### config.mk
export PLATFORM = sky130hd
export DESIGN_NAME = seq_alu
export DESIGN_NICKNAME = d
export VERILOG_FILES = /design/src/rtl/seq_alu.sv
export SDC_FILE = /design/constraint.sdc
export NUM_CORES = 2
export LEC_CHECK = 0
export ABC_AREA = 1
export BUFFER_PORTS_ARGS = -buffer_cell sky130_fd_sc_hd__buf_4
export CORE_UTILIZATION = 35
export CTS_CLUSTER_DIAMETER = 50
export DETAILED_ROUTE_END_ITERATION = 10
export PLACE_DENSITY = 0.48
export SLEW_MARGIN = 20
export SYNTH_ARGS = -nofsm -noshare
export SYNTH_HDL_FRONTEND = slang
export SYNTH_SLANG_ARGS = --single-unit
### constraint.sdc
create_clock -name clk -period 12.65 [get_ports clk]
set_input_delay 0.6325 -clock clk [delete_from_list [all_inputs] [get_ports clk]]
set_output_delay 0.6325 -clock clk [all_outputs]
set_load 0.01 [all_outputs]
### src/rtl/seq_alu.sv
// seq_alu: sequential ALU with single-cycle integer ops and iterative
// multiply/divide (RISC-V M semantics), valid/ready handshake on both sides.
//
// state | meaning
// IDLE  | ready for a request; single-cycle ops resolve on accept
// MUL   | shift-add multiply, one partial product per cycle
// DIV   | restoring divide on magnitudes, one quotient bit per cycle
// DONE  | result valid, held until the consumer takes it
module seq_alu #(
  parameter int WIDTH = 32
) (
  input  logic             clk,
  input  logic             rst,
  input  logic             in_valid,
  output logic             in_ready,
  input  logic [WIDTH-1:0] op1,
  input  logic [WIDTH-1:0] op2,
  input  logic [4:0]       ctrl,
  output logic             out_valid,
  input  logic             out_ready,
  output logic [WIDTH-1:0] result,
  output logic             zero
);

  localparam int SW = $clog2(WIDTH);
  localparam int CW = $clog2(WIDTH + 1);

  localparam logic [4:0] OP_ADD  = 5'b00000;
  localparam logic [4:0] OP_SUB  = 5'b01001;
  localparam logic [4:0] OP_SLL  = 5'b00001;
  localparam logic [4:0] OP_SLT  = 5'b00010;
  localparam logic [4:0] OP_SLTU = 5'b00011;
  localparam logic [4:0] OP_XOR  = 5'b00100;
  localparam logic [4:0] OP_SRL  = 5'b00101;
  localparam logic [4:0] OP_SRA  = 5'b01101;
  localparam logic [4:0] OP_OR   = 5'b00110;
  localparam logic [4:0] OP_AND  = 5'b00111;

  typedef enum logic [1:0] {IDLE, MUL, DIV, DONE} state_t;

  state_t state, state_nxt;

  logic [CW-1:0]      cnt;
  logic [2:0]         op_q;
  logic               neg_q, neg_r, dz;
  logic [2*WIDTH-1:0] sh_a;   // multiplicand (shifting) or divisor in low half
  logic [WIDTH-1:0]   sh_b;   // multiplier (shifting) or dividend/quotient
  logic [2*WIDTH-1:0] acc;    // product accumulator or remainder in low half

  logic               is_mul, is_div, last;
  logic [SW-1:0]      shamt;
  logic [WIDTH-1:0]   alu_res;
  logic               a_neg, b_neg;
  logic [WIDTH-1:0]   a_mag, b_mag;

  logic [2*WIDTH-1:0] acc_add, prod_fix;
  logic [WIDTH-1:0]   mul_res;
  logic [WIDTH:0]     rem_sh, diff;
  logic               ge;
  logic [WIDTH-1:0]   rem_n, quo_n, quo_fix, rem_fix, div_res;

  assign is_mul = (ctrl[4:3] == 2'b10) && !ctrl[2];
  assign is_div = (ctrl[4:3] == 2'b10) && ctrl[2];
  assign shamt  = op2[SW-1:0];
  assign last   = (cnt == CW'(1));

  // Single-cycle result; anything not decoded returns the illegal-op marker.
  always_comb begin
    alu_res = WIDTH'(16'hDEAD);
    case (ctrl)
      OP_ADD:  alu_res = op1 + op2;
      OP_SUB:  alu_res = op1 - op2;
      OP_SLL:  alu_res = op1 << shamt;
      OP_SLT:  alu_res = {{(WIDTH-1){1'b0}}, ($signed(op1) < $signed(op2))};
      OP_SLTU: alu_res = {{(WIDTH-1){1'b0}}, (op1 < op2)};
      OP_XOR:  alu_res = op1 ^ op2;
      OP_SRL:  alu_res = op1 >> shamt;
      OP_SRA:  alu_res = $signed(op1) >>> shamt;
      OP_OR:   alu_res = op1 | op2;
      OP_AND:  alu_res = op1 & op2;
      default: alu_res = WIDTH'(16'hDEAD);
    endcase
  end

  // Operand signs and magnitudes at accept; the iterative engines work unsigned.
  always_comb begin
    a_neg = 1'b0;
    b_neg = 1'b0;
    if (is_mul) begin
      a_neg = ((ctrl[1:0] == 2'b01) || (ctrl[1:0] == 2'b10)) && op1[WIDTH-1];
      b_neg = (ctrl[1:0] == 2'b01) && op2[WIDTH-1];
    end else if (is_div) begin
      a_neg = !ctrl[0] && op1[WIDTH-1];
      b_neg = !ctrl[0] && op2[WIDTH-1];
    end
    a_mag = a_neg ? -op1 : op1;
    b_mag = b_neg ? -op2 : op2;
  end

  // One multiply / divide step plus the sign fixup applied on the last step.
  always_comb begin
    acc_add  = acc + (sh_b[0] ? sh_a : '0);
    prod_fix = neg_q ? -acc_add : acc_add;
    mul_res  = (op_q[1:0] == 2'b00) ? prod_fix[WIDTH-1:0] : prod_fix[2*WIDTH-1:WIDTH];
    rem_sh   = {acc[WIDTH-1:0], sh_b[WIDTH-1]};
    diff     = rem_sh - {1'b0, sh_a[WIDTH-1:0]};
    ge       = !diff[WIDTH];
    rem_n    = ge ? diff[WIDTH-1:0] : rem_sh[WIDTH-1:0];
    quo_n    = {sh_b[WIDTH-2:0], ge};
    // Divide by zero must give all ones even when the operand signs differ.
    quo_fix  = dz ? {WIDTH{1'b1}} : (neg_q ? -quo_n : quo_n);
    rem_fix  = neg_r ? -rem_n : rem_n;
    div_res  = op_q[1] ? rem_fix : quo_fix;
  end

  // State register.
  always_ff @(posedge clk or posedge rst) begin
    if (rst) state <= IDLE;
    else     state <= state_nxt;
  end

  // Next state and handshake outputs.
  always_comb begin
    state_nxt = state;
    in_ready  = 1'b0;
    out_valid = 1'b0;
    case (state)
      IDLE: begin
        in_ready = 1'b1;
        if (in_valid) begin
          if (is_mul)      state_nxt = MUL;
          else if (is_div) state_nxt = DIV;
          else             state_nxt = DONE;
        end
      end
      MUL, DIV: if (last) state_nxt = DONE;
      DONE: begin
        out_valid = 1'b1;
        if (out_ready) state_nxt = IDLE;
      end
      default: state_nxt = IDLE;
    endcase
  end

  // Operand capture, iteration datapath and result register.
  always_ff @(posedge clk or posedge rst) begin
    if (rst) begin
      cnt    <= '0;
      op_q   <= '0;
      neg_q  <= 1'b0;
      neg_r  <= 1'b0;
      dz     <= 1'b0;
      sh_a   <= '0;
      sh_b   <= '0;
      acc    <= '0;
      result <= '0;
      zero   <= 1'b1;
    end else begin
      case (state)
        IDLE: if (in_valid) begin
          op_q  <= ctrl[2:0];
          neg_q <= a_neg ^ b_neg;
          neg_r <= a_neg;
          dz    <= (op2 == '0);
          cnt   <= CW'(WIDTH);
          acc   <= '0;
          if (is_mul) begin
            sh_a <= {{WIDTH{1'b0}}, a_mag};
            sh_b <= b_mag;
          end else if (is_div) begin
            sh_a <= {{WIDTH{1'b0}}, b_mag};
            sh_b <= a_mag;
          end else begin
            result <= alu_res;
            zero   <= (alu_res == '0);
          end
        end
        MUL: begin
          acc  <= acc_add;
          sh_a <= sh_a << 1;
          sh_b <= sh_b >> 1;
          cnt  <= cnt - CW'(1);
          if (last) begin
            result <= mul_res;
            zero   <= (mul_res == '0);
          end
        end
        DIV: begin
          acc  <= {{WIDTH{1'b0}}, rem_n};
          sh_b <= quo_n;
          cnt  <= cnt - CW'(1);
          if (last) begin
            result <= div_res;
            zero   <= (div_res == '0);
          end
        end
        default: ;
      endcase
    end
  end

endmodule

==> impl_metrics.env <==
export IMPL_rsz0062_at_grt="false"
export IMPL_drive_gt1_frac=0.0582
export IMPL_grt_pass1_wl_um=291000
export IMPL_report_final_setup_viol=0
export IMPL_cts_max_level=2
export IMPL_cap_violations=0
export IMPL_clk_latency_ps=660
export IMPL_synth_edf_count=0
export IMPL_path_delay_family="simple AND/OR/NAND/NOR gates"
export IMPL_multi_input_area_sq_um=24400
export IMPL_seq_area_sq_um=5160
export IMPL_status="finished, final reports clean"
export IMPL_ys_ff_latch=206
export IMPL_worstSetupPathType="reg2reg"
export IMPL_start_kind="flop"
export IMPL_crit_required_ps=13240
export IMPL_drt_initial_drc_count=5293
export IMPL_die_h_um=313
export IMPL_post_cts_setup_buffers=0
export IMPL_vias=43200
export IMPL_top_usage_layer="met2"
export IMPL_tightest_slew_ps=1160
export IMPL_powerDensity_nw_per_um2=267
export IMPL_grt_use_met2=0.629
export IMPL_cts_hold_buf=0
export IMPL_crit_start="sh_b[31]"
export IMPL_routedWlPerCell_um=27.6
export IMPL_drc_errors=0
export IMPL_cpPeakStageDelay_ps=510
export IMPL_met3_usage=0.0883
export IMPL_initial_utilization=0.355
export IMPL_drt_wl_total_um=206000
export IMPL_fin_crit_sh=0.478
export IMPL_firstDrtPassIters=8
export IMPL_syn_area_sq_um=33900
export IMPL_totalPowerFinal_uw=10000
export IMPL_clk_pin_slew_ps=50
export IMPL_portBuffers=107
export IMPL_ys_types=66
export IMPL_root_buffer="clkbuf_16"
export IMPL_leakagePower_uw=0.0197
export IMPL_max_freq_mhz=165
export IMPL_cts_tree="built"
export IMPL_place_area_sq_um=35800
export IMPL_grt_util_all_layers=0.410
export IMPL_setup_slack_ps=6600
export IMPL_ant_nets=0
export IMPL_clock_sinks=206
export IMPL_dpl_worst_slack_ps=6770
export IMPL_fin_skew_ps=68.7
export IMPL_ys_flop_type="dfrtp_1"
export IMPL_cp_endpoint="zero"
export IMPL_min_path_type="in2async"
export IMPL_final_cell_area_sq_um=37400
export IMPL_area_growth_syn_to_layout_pct=10.6
export IMPL_crit_path_end_kind="flop"
export IMPL_r2r_cells=33
export IMPL_grt_remaining_overflow=0
export IMPL_cts_buffer_depth=3
export IMPL_irDropWorstVdd_mv=0.179
export IMPL_dieArea_sq_um=98000
export IMPL_routed_via_density=5.78
export IMPL_core_area_sq_um=95400
export IMPL_finalWeightedCongestion=1.03
export IMPL_syn_inst=6183
export IMPL_reg2reg_slack_ps=6600
export IMPL_slowest_stage="nand2_4"
export IMPL_fin_crit_ps=6050
export IMPL_path_max_fanout=41
export IMPL_hold_viol_final=0
export IMPL_fin_setup_tns_ps=0
export IMPL_yosysWarnings=0
export IMPL_r2r_end="zero"
export IMPL_fin_nets=6454
export IMPL_relSlewSlack=0.215
export IMPL_fin_cells=7479
export IMPL_placed_cells=7385
export IMPL_cp_num_cells=33
export IMPL_path_common_cell="nand2_1"
export IMPL_grt_max_degree=126
export IMPL_syn_nets=6468
export IMPL_synth_avg_cell_area_sq_um=5.48
export IMPL_placementRows=113
export IMPL_dp_hpwl_um=169000
export IMPL_die_w_um=313
export IMPL_final_common_cell="nand2_1"
export IMPL_antenna_found_initial=5
export IMPL_ys_async_sr_fraction=1.00
export IMPL_rr_startpoint="sh_b[31]"
export IMPL_ioPinCount=108
export IMPL_path_buf_inv=3
export IMPL_ys_seq_area_frac=0.152
export IMPL_final_cell_mix="nand2_1, inv_1, nor2_1"
export IMPL_grt_use_met1=0.526
export IMPL_worstPathArrival_ps=6640
export IMPL_cts_buffers=47
export IMPL_fillers=11000
export IMPL_first_global_vias=40500
export IMPL_cts_resized=0
export IMPL_slew_violations=0
worst min-delay path by stage:
stage,startpoint,end,slack [ps]
final,rst,sh_a[36],30
after global routing,rst,sh_a[36],90
after CTS,rst,sh_a[36],60
after detailed placement,acc[33],acc[33],480
after global placement,sh_a[63],sh_a[63],470
after floorplan,sh_a[63],sh_a[63],450
worst reg2reg max path: cells and delay by family (launching register included):
family | cells | cell delay [ps]
simple gates | 26 | 4350
flops | 1 | 380
compound gates | 1 | 150
buf+inv | 3 | 270
fa+ha+maj | 3 | 860
area by class of cell:
class,count,area share
multi-input cells,4842,0.653
flip-flops and latches,206,0.138
inverters,912,0.0917
well taps,1265,0.0423
clock buffers,56,0.0340
repair buffers,160,0.0324
clock inverters,32,0.00852
diodes,6,0.000401
cells by family (layout without fill, tap and decap cells):
kind of cell / Yosys count / count (layout) / synth area share
adders and majority gates: 212 / 212 / 0.0792
and+or+nand+nor: 3339 / 3339 / 0.408
muxes: 10 / 10 / 0.00296
AOI/OAI and AO/OA: 1192 / 1192 / 0.207
other: 0 / 6 / 0
DFF: 206 / 206 / 0.152
buffers and inverters: 1135 / 1160 / 0.128
xor gates and xnor gates: 89 / 89 / 0.0230
synthesized netlist by cell type, types with 4 or more instances:
master     instances  area [sq um]
o31ai_1           12          90.1
o221ai_1          53           464
inv_2             18          67.6
a21o_1             8          60.1
fa_1               4          80.1
xnor2_1            7          61.3
mux2i_1           10           100
nand2_2           19           119
ha_1             208          2600
o21ai_0          438          2190
a22oi_1           36           270
o21ai_1           14          70.1
nand2_1         2019          7580
and2_1             7          43.8
xor2_1            82           718
clkbuf_1         180           676
o211ai_1          48           360
o21ai_2            4          35.0
inv_1            885          3320
nor4_1            12          75.1
a2111oi_0          5          43.8
o2111ai_1         16           140
buf_1             28           105
buf_6              5          56.3
a221oi_1          41           359
nor2_1           593          2230
a21oi_1          350          1750
o21a_1            13          97.6
nand3_2            7          70.1
or2_2             23           144
buf_2              7          35.0
nand2_4            7          78.8
nand4_1           51           319
nand3b_1          20           150
nor3_1            68           340
nand3_1          486          2430
a31oi_1           34           213
o22ai_1           57           357
a211oi_1          13          97.6
clkinv_1           9          33.8
nor2_2            12          75.1
o21bai_1          24           180
dfrtp_1          205          5130
a21boi_0           7          52.6
flip-flops by register name (all words and copies together) (netlist names), 2 cells and up:
register  cells
acc          64
op_q          2
cnt           6
result       32
sh_b         32
sh_a         64
state         2
report_power, final:
group / switching, uW / internal, uW
registers: 405 / 893
logic: 5470 / 1970
clock network: 501 / 770
total: 6370 / 3630
per-stage QoR:
stage	hold slack [ps]	utilization
2_1_floorplan	453	-
3_3_place_gp	471	0.375
3_5_place_dp	483	0.375
4_1_cts	62.4	0.392
5_1_grt	87.1	0.392
6_report	28.1	0.392
layer usage:
metal / vias to the layer above / part of all wire
met3: 487 / 0.096
met2: 2246 / 0.43
met1: 20400 / 0.41
met5: - / 0.00018
met4: 6 / 0.068
li1: 20100 / -
Power figures use the tool's default switching activity.
